## src/rtl/fetch_queue.sv

```systemverilog
// fetch_queue: circular instruction queue between fetch/L1 I-cache and decode.
// Absorbs I-cache and decode stalls independently; flush empties it in one cycle.
module fetch_queue #(
  parameter int           n     = 32,
  parameter int           DEPTH = 4,
  parameter logic [n-1:0] NOP   = '0
) (
  input  logic                         clk,
  input  logic                         reset,
  input  logic                         L1_busy,
  input  logic                         push_valid,
  input  logic [n-1:0]                 instruction_next,
  input  logic [n-1:0]                 pc_next,
  input  logic [n-1:0]                 pc_plus_four_next,
  input  logic                         stall,
  input  logic                         flush,
  output logic                         full,
  output logic                         valid,
  output logic [n-1:0]                 instruction,
  output logic [n-1:0]                 pc,
  output logic [n-1:0]                 pc_plus_four,
  output logic [$clog2(DEPTH+1)-1:0]   count
);

  localparam int PW = $clog2(DEPTH);
  localparam int CW = $clog2(DEPTH+1);

  typedef struct packed {
    logic [n-1:0] instruction;
    logic [n-1:0] pc;
    logic [n-1:0] pc_plus_four;
  } fq_entry_t;

  fq_entry_t     mem [DEPTH];
  fq_entry_t     wr_entry;
  fq_entry_t     head;
  logic [PW-1:0] wp;
  logic [PW-1:0] rp;
  logic [CW-1:0] cnt;
  logic          push;
  logic          pop;

  assign full  = (cnt == CW'(DEPTH));
  assign valid = (cnt != '0);
  assign count = cnt;

  // Full blocks a push even if the head pops this cycle: no full-bypass.
  assign push = push_valid & ~L1_busy & ~full & ~flush;
  assign pop  = valid & ~stall & ~flush;

  assign wr_entry = '{
    instruction:  instruction_next,
    pc:           pc_next,
    pc_plus_four: pc_plus_four_next
  };

  always_ff @(posedge clk or posedge reset) begin
    if (reset) begin
      wp  <= '0;
      rp  <= '0;
      cnt <= '0;
    end else if (flush) begin
      wp  <= '0;
      rp  <= '0;
      cnt <= '0;
    end else begin
      if (push) wp <= wp + PW'(1);
      if (pop)  rp <= rp + PW'(1);
      unique case (1'b1)
        push & ~pop: cnt <= cnt + CW'(1);
        pop & ~push: cnt <= cnt - CW'(1);
        default:     cnt <= cnt;
      endcase
    end
  end

  // Storage needs no reset; stale slots are never visible past count.
  always_ff @(posedge clk) begin
    if (push) mem[wp] <= wr_entry;
  end

  assign head = mem[rp];

  always_comb begin
    instruction  = NOP;
    pc           = '0;
    pc_plus_four = '0;
    if (valid) begin
      instruction  = head.instruction;
      pc           = head.pc;
      pc_plus_four = head.pc_plus_four;
    end
  end

endmodule
```

## config.mk

```make
export PLATFORM = sky130hd
export DESIGN_NAME = fetch_queue
export DESIGN_NICKNAME = d
export VERILOG_FILES = /design/src/rtl/fetch_queue.sv
export SDC_FILE = /design/constraint.sdc
export NUM_CORES = 1
export LEC_CHECK = 0
export ABC_AREA = 1
export CELL_PAD_IN_SITES_DETAIL_PLACEMENT = 0
export CELL_PAD_IN_SITES_GLOBAL_PLACEMENT = 1
export CORE_ASPECT_RATIO = 2
export CORE_MARGIN = 2
export CORE_UTILIZATION = 30
export DETAILED_ROUTE_END_ITERATION = 8
export PLACE_DENSITY_LB_ADDON = 0.1
export SYNTH_ARGS = -nofsm -noshare
export SYNTH_HDL_FRONTEND = slang
export SYNTH_SLANG_ARGS = --single-unit
export TNS_END_PERCENT = 5
```

## constraint.sdc

```tcl
create_clock -name clk -period 10.43 [get_ports clk]
set_input_delay 2.086 -clock clk [delete_from_list [all_inputs] [get_ports clk]]
set_output_delay 2.086 -clock clk [all_outputs]
set_load 0.01 [all_outputs]
```

==> flow_summary.yaml, run 1 <==
critical_path:
  cp_slowest_cell: "buf_4"
  cp.required_ns: 8.34
  startpoint: "rp[0]"
  critical-path-top-delay-family: "buffers and inverters"
  path_max_fanout: 116
  start_kind: "flop"
  endpoint_kind: "output port"
  path_class: "flop to output port"
  crit_chain: "inv_6 > buf_4 > o21ai_0 > a21oi_1 > clkdlybuf4s50_1"
  worstPathArrival_ns: 3.87
  cp_slowest_stage_delay_ns: 0.77
  r2r-start: "count[0]"
  cp.buffers_inverters: 3
layout:
  nNetsFinal: 1492
  antenna_cells: 0
  multi_input_area_mm2: 0.00318
  syn_to_final_growth_pct: 25.3
  final_core_util: 0.379
  seqCellArea_mm2: 0.0117
  final_cells: 2069
  final_layout_size_suffix_gt1_frac: 0.0580
  n_fill_cell: 4928
cts:
  h-tree-depth: 2
  cts_root_buffer: "clkbuf_16"
  clkSinkCount: 391
  insertion_delay_ns: 0.53
  numCtsBuffers: 38
  cts_max_path_buffers: 3
  clk_pin_slew_ns: 0.06
  cts.repair.resized: 0
  cts_setup_buffers: 0
  hold_buffers: 0
  cts_tree: "done"
power:
  peakVddDrop_uv: 183
  powerDensity_mw_per_mm2: 227
  power.leakage_nw: 6.35
synthesis:
  yosys-top-cells-count: "nor2_1, edfxtp_1, o21ai_1"
  ys_async_sr_fraction: 0.0179
  synth_flop_cell: "edfxtp_1"
  synth.most_common_cell: "nor2_1"
  synth-seq-area-share: 0.763
  synth-edff-count: 384
  synth_cell_types: 24
  yosys-top-cells-area: "edfxtp_1, nor2_1, o21ai_1, a21oi_1, o21ai_0"
  yosysWarnings: 0
  synth.largest_area_cell: "edfxtp_1"
  synth_cells: 1203
  synth.avg_cell_area_um2: 12.8
  syn_nets: 1310
  syn_area_mm2: 0.0153
  synth-seq-cells: 391
  synth_top_cell_area_share: 0.752
sta:
  fin_crit_sh: 0.571
  finClkSkew_ns: 0.00970
  rsz0062_at_grt: "no"
  setup_viol: 0
  tns_ns: 0
  fin_crit_ns: 5.96
  tightest_slew_ns: 1.02
  maxSlewHeadroom: 0.318
  hold_violations: 0
  final_max_slew_viol_count: 0
  fmaxAchievable_mhz: 168
global_routing:
  grt_max_degree: 117
  grt_usage: 0.152
  grt_overflow: 0
  antenna_found_initial: 4
  grt_pass1_wl_um: 60400
  grt_pass1_vias: 9778
route:
  firstDrtPassIters: 5
  routed_wl_um: 40700
  wl_per_cell_um: 19.7
  viasPerCell: 4.67
  drc: 0
  ant_nets: 0
  dr_total_vias: 9670
  drtIter0Drc: 417
min_path:
  hold_class: "flop to flop"
  worst_hold_startpoint: "count[1]"
floorplan:
  die_y_um: 324
  core_mm2: 0.0507
  die_x_um: 164
  io_pins: 203
  dieArea_mm2: 0.0531
  initial_utilization: 0.303
  rows: 117
placement:
  hpwl_um: 22600
  gp_congestion: 0.705
  buffer_ports.inserted: 202
  placed_cells: 1999
run_status:
  status: "finished clean"
flow_run:
  cap_viol_max_count: 0
## kinds of logic after synthesis
logic type	synth area share
xor gates and xnor gates	0.000571
and+or+nand+nor	0.104
AOI/OAI and AO/OA	0.0962
DFF	0.763
buffers and inverters	0.0318
adders and majority gates	0.00457
## placed cells by master, fill, tap and decap left out
master,Yosys,final
fa_1,1,1
xor2_1,1,1
nor2_4,0,4
edfxtp_1,384,384
buf_4,20,14
inv_2,3,1
dfrtp_4,0,2
ha_1,4,4
clkinv_1,1,6
nor2_2,1,1
clkbuf_16,0,41
nor2_1,392,388
clkinv_2,0,7
bufinv_16,0,6
nand2_2,2,2
dfrtp_1,7,5
inv_1,12,12
nand2_1,20,20
nand3_1,4,4
inv_4,1,2
inv_6,0,2
o21ai_0,83,83
o21ai_1,112,112
clkdlybuf4s50_1,0,202
clkbuf_1,18,10
a21oi_1,100,100
nand3b_1,1,1
## path summary, 6_finish.rpt
path	end	slack (ns)	cells after the start
max	instruction[12]	4.47	5
max in group asynchronous	rp[0]	8.31	2
min in group asynchronous	rp[1]	1.83	2
max reg2reg	mem[2][87]	7.21	8
min reg2reg	count[1]	0.59	2
min	count[1]	0.59	2
## state kept, by name, indices dropped and copies added, names as in the netlist
register and count:
rp 2, mem 384, count 3, wp 2
## layout make-up
type / instances / area share
repair buffers: 216 / 0.111
multi-input cells: 721 / 0.165
clock buffers: 51 / 0.0553
inverters: 17 / 0.00384
flip-flops and latches: 391 / 0.610
well taps: 654 / 0.0426
clock inverters: 19 / 0.0126
## layer usage
layer  track usage  part of all wire
met1         0.179              0.41
met5             0            0.0012
met2         0.279              0.52
met3        0.0312             0.048
met4        0.0415             0.020
## worst register-to-register path, delay by kind of cell, from the launching register on
kind                   cells  cell delay, ns
and+or+nand+nor            5            0.77
buffers and inverters      3            1.56
DFF                        1            0.44
## metrics by stage
step | setup WS, ns | power [mW] | hold slack, ns | area, um2
CTS | 4.31 | 4.46 | 0.610 | 19200
global placement | 4.91 | 3.00 | 0.574 | 17900
floorplan | 3.40 | 2.40 | 0.578 | 15300
finish | 4.47 | 4.36 | 0.590 | 19200
detailed placement | 4.89 | 3.00 | 0.583 | 17900
global route | 4.16 | 4.59 | 0.642 | 19200
## where the power goes
group	switching [mW]	leakage [nW]	internal, mW	total (mW)
clock	0.567	0.642	0.867	1.43
sequential	0.0358	3.56	1.76	1.79
combinational	0.659	2.15	0.479	1.14
total	1.26	6.35	3.10	4.36
(Power assumes the default switching activity.)
==> run 2: changes to the inputs <==
==> constraint.sdc (replaced) <==
create_clock -name clk -period 5.05 [get_ports clk]
set_input_delay 1.01 -clock clk [delete_from_list [all_inputs] [get_ports clk]]
set_output_delay 1.01 -clock clk [all_outputs]
set_load 0.01 [all_outputs]
==> flow_summary.yaml, run 2 (synthesis results as in run 1) <==
critical_path:
  r2r-start: "count[0]"
  rrSetupSlack_ns: 2.70
  startpoint: "rp[0]"
  worstPathArrival_ns: 3.19
  reg2reg_depth: 7
  path_max_fanout: 54
  endpoint_kind: "output port"
  endpoint: "pc_plus_four[3]"
  r2r-end: "mem[1][79]"
  path_class: "flop to output port"
  start_kind: "flop"
  cp.required_ns: 4.04
floorplan:
  core_mm2: 0.0507
  rows: 117
  dieArea_mm2: 0.0531
  initial_utilization: 0.303
  die_x_um: 164
  die_y_um: 324
  io_pins: 203
cts:
  cts_tree: "done"
  hold_buffers: 0
  insertion_delay_ns: 0.54
  clk_pin_slew_ns: 0.06
  cts_setup_buffers: 0
  numCtsBuffers: 38
  cts_max_path_buffers: 3
  clkSinkCount: 391
  cts.repair.resized: 0
  h-tree-depth: 2
  cts_root_buffer: "clkbuf_16"
layout:
  largest_reg_flops: 384
  final_common_cell: "nor2_1"
  syn_to_final_growth_pct: 25.2
  final_cells: 2066
  final_layout_size_suffix_gt1_frac: 0.0538
  finalInstanceArea_mm2: 0.0192
  nNetsFinal: 1493
  antenna_cells: 0
  final_cell_mix: "nor2_1, edfxtp_1, clkdlybuf4s50_1"
  top_register: "mem"
global_routing:
  antenna_found_initial: 1
  grt_pass1_vias: 9967
  grt_max_degree: 97
  grt_overflow: 0
  grt_usage: 0.156
  grt_pass1_wl_um: 61300
route:
  ant_nets: 0
  dr_wl_met2_um: 21500
  wl_per_cell_um: 20.0
  dr_total_vias: 9612
  routed_wl_um: 41300
  drc: 0
  viasPerCell: 4.65
  wl_met3_um: 1820
  drtIter0Drc: 608
  top_layer_used: "met5"
  wl_met1_um: 16600
  firstDrtPassIters: 5
sta:
  timing.final.ws_setup_ns: 0.847
  final_max_slew_viol_count: 0
  setup_viol: 0
  timing.hold.ws_ns: 0.586
  hold_violations: 0
  fin_crit_ns: 4.20
  tightest_slew_ns: 1.05
  maxSlewHeadroom: 0.301
  fin_crit_sh: 0.832
  finClkSkew_ns: 0.0173
  rsz0062_at_grt: "no"
  fmaxAchievable_mhz: 238
power:
  powerDensity_mw_per_mm2: 464
  power.leakage_nw: 6.32
  peakVddDrop_uv: 318
  power.total_mw: 8.91
placement:
  placed_cell_area_mm2: 0.0180
  hpwl_um: 22200
  gp_congestion: 0.698
  buffer_ports.inserted: 202
  placed_cells: 2000
  place_ws_ns: 1.27
run_status:
  status: "finished clean"
min_path:
  hold_class: "flop to flop"
flow_run:
  cap_viol_max_count: 0
## run 2: final cells by class
| type | instances | area, um2 |
|---|---|---|
| Tap cell | 654 | 818 |
| Timing Repair Buffer | 217 | 2220 |
| Fill cell | 4962 | 31400 |
| Multi-Input combinational cell | 721 | 3180 |
| Clock buffer | 50 | 1060 |
| Clock inverter | 16 | 148 |
| Inverter | 17 | 73.8 |
| Sequential cell | 391 | 11700 |
## run 2: critical path, stage by stage, from the launching register on
cell,delay (ns)
dfrtp_4,0.71
buf_4,0.62
nor2_1,0.11
nor2_1,0.10
o21ai_0,0.09
a21oi_1,0.35
clkdlybuf4s50_1,0.62
## run 2: layer usage
layer  track usage  vias up
li1              -     4611
met1         0.181     4698
met2         0.286      231
met3        0.0251       70
met4        0.0591        2
met5             0        -
## run 2: report_power, final
part	internal (mW)	total, mW	switching [mW]	leakage [nW]
sequential	3.63	3.68	0.0537	3.56
clock	1.63	2.81	1.19	0.589
combinational	1.02	2.42	1.40	2.17
## run 2: through the flow
step                TNS, ns  utilization
floorplan           -345.22            -
global placement          0        0.355
detailed placement        0        0.355
CTS                       0        0.379
global route              0        0.379
finish                    0        0.379
## run 2: worst min path at each step
stage,startpoint,to,slack [ns],cells after the start
after floorplan,count[2],count[2],0.58,2
after global placement,count[2],count[2],0.57,2
after detailed placement,count[2],count[2],0.57,2
after CTS,count[2],count[2],0.59,2
after global routing,count[2],count[2],0.62,2
final,count[2],count[2],0.59,2
==> run 3: changes to the inputs <==
==> constraint.sdc (replaced) <==
create_clock -name clk -period 4.3 [get_ports clk]
set_input_delay 0.86 -clock clk [delete_from_list [all_inputs] [get_ports clk]]
set_output_delay 0.86 -clock clk [all_outputs]
set_load 0.01 [all_outputs]
==> flow_summary.yaml, run 3 (synthesis results as in run 1) <==
run_status:
  status: "finished clean"
route:
  drtIter0Drc: 564
  dr_total_vias: 9678
  routed_wl_um: 42000
  viasPerCell: 4.62
  ant_nets: 0
  drc: 0
  firstDrtPassIters: 6
  wl_per_cell_um: 20.1
power:
  power.leakage_nw: 6.45
  peakVddDrop_uv: 371
  powerDensity_mw_per_mm2: 535
layout:
  top_register: "mem"
  final_core_util: 0.383
  final_layout_size_suffix_gt1_frac: 0.0738
  final_cells: 2093
  finalInstanceArea_mm2: 0.0194
  n_fill_cell: 5014
  nNetsFinal: 1518
  syn_to_final_growth_pct: 26.6
  seqCellArea_mm2: 0.0117
  final_cell_mix: "nor2_1, edfxtp_1, clkdlybuf4s50_1"
  final_common_cell: "nor2_1"
  multi_input_area_mm2: 0.00318
  largest_reg_flops: 384
critical_path:
  r2r-start: "count[0]"
  start_kind: "flop"
  endpoint_kind: "output port"
  startpoint: "rp[1]"
  worstPathArrival_ns: 2.95
  path_class: "flop to output port"
  cp.required_ns: 3.44
  path_max_fanout: 50
floorplan:
  die_y_um: 324
  io_pins: 203
  rows: 117
  die_x_um: 164
  core_mm2: 0.0507
  dieArea_mm2: 0.0531
  initial_utilization: 0.303
cts:
  cts_setup_buffers: 0
  hold_buffers: 0
  cts_max_path_buffers: 3
  cts_root_buffer: "clkbuf_16"
  cts.repair.resized: 0
  cts_tree: "done"
  h-tree-depth: 2
  insertion_delay_ns: 0.53
  clkSinkCount: 391
  numCtsBuffers: 37
  clk_pin_slew_ns: 0.07
sta:
  finClkSkew_ns: 0.0119
  timing.final.ws_setup_ns: 0.493
  fin_crit_sh: 0.885
  fmaxAchievable_mhz: 263
  rsz0062_at_grt: "no"
  hold_violations: 0
  fin_crit_ns: 3.81
  final_max_slew_viol_count: 0
  tightest_slew_ns: 0.789
  setup_viol: 0
  maxSlewHeadroom: 0.474
  timing.hold.ws_ns: 0.595
global_routing:
  grt_overflow: 0
  antenna_found_initial: 1
  grt_usage: 0.159
  grt_pass1_vias: 10108
  grt_pass1_wl_um: 62900
  grt_max_degree: 64
flow_run:
  cap_viol_max_count: 0
placement:
  hpwl_um: 25700
  place_ws_ns: 0.995
  placed_cells: 2026
  buffer_ports.inserted: 202
  gp_congestion: 0.701
  placed_cell_area_mm2: 0.0183
min_path:
  hold_class: "input pin to async pin"
## run 3: changes by cell type in the layout (fill, tap and decap cells not counted), sizes merged
cell,previous run,this run
buf,15,41
bufinv,3,2
clkbuf,50,48
clkinv,13,12
clkinvlp,0,2
diode,0,2
inv,17,18
## run 3: final cells by class
class / count / area share
clock inverters: 17 / 0.00741
multi-input cells: 721 / 0.164
well taps: 654 / 0.0421
clock buffers: 48 / 0.0525
repair buffers: 243 / 0.127
diodes: 2 / 0.000258
flip-flops and latches: 391 / 0.603
inverters: 17 / 0.00380
## run 3: final timing paths
kind	slack [ns]	endpoint	cells after the start
max	0.49	instruction[19]	6
min	0.60	wp[1]	2
max reg2reg	1.89	mem[3][79]	7
min reg2reg	0.60	count[1]	2
max in group asynchronous	3.40	rp[0]	2
min in group clk	0.60	count[1]	2
## run 3: where the power goes
| group | switching, mW | internal (mW) | total (mW) |
|---|---|---|---|
| combinational | 1.67 | 1.22 | 2.89 |
| clock | 1.40 | 1.80 | 3.20 |
| sequential | 0.0429 | 4.26 | 4.30 |
| total | 3.12 | 7.28 | 10.4 |
## run 3: routing by layer
| metal | wire (um) | global-route usage | up-vias | part of all wire |
|---|---|---|---|---|
| met5 | 0 | 0 | - | 0 |
| met4 | 733 | 0.0478 | 0 | 0.017 |
| met3 | 1600 | 0.0244 | 42 | 0.038 |
| met2 | 22600 | 0.297 | 206 | 0.54 |
| met1 | 17000 | 0.186 | 4766 | 0.41 |
| li1 | - | - | 4664 | - |
## run 3: stage by stage
stage	power (mW)	TNS (ns)
after detailed placement	7.38	0
after global placement	7.38	0
after global routing	11.0	0
after CTS	10.6	0
final	10.4	0
after floorplan	5.82	-575.62
## run 3: critical path, cell delays in order (launching register included)
cell	delay, ns
dfrtp_4	0.66
inv_4	0.36
buf_12	0.30
nor2_1	0.11
o21ai_1	0.07
a21oi_1	0.28
clkdlybuf4s50_1	0.60
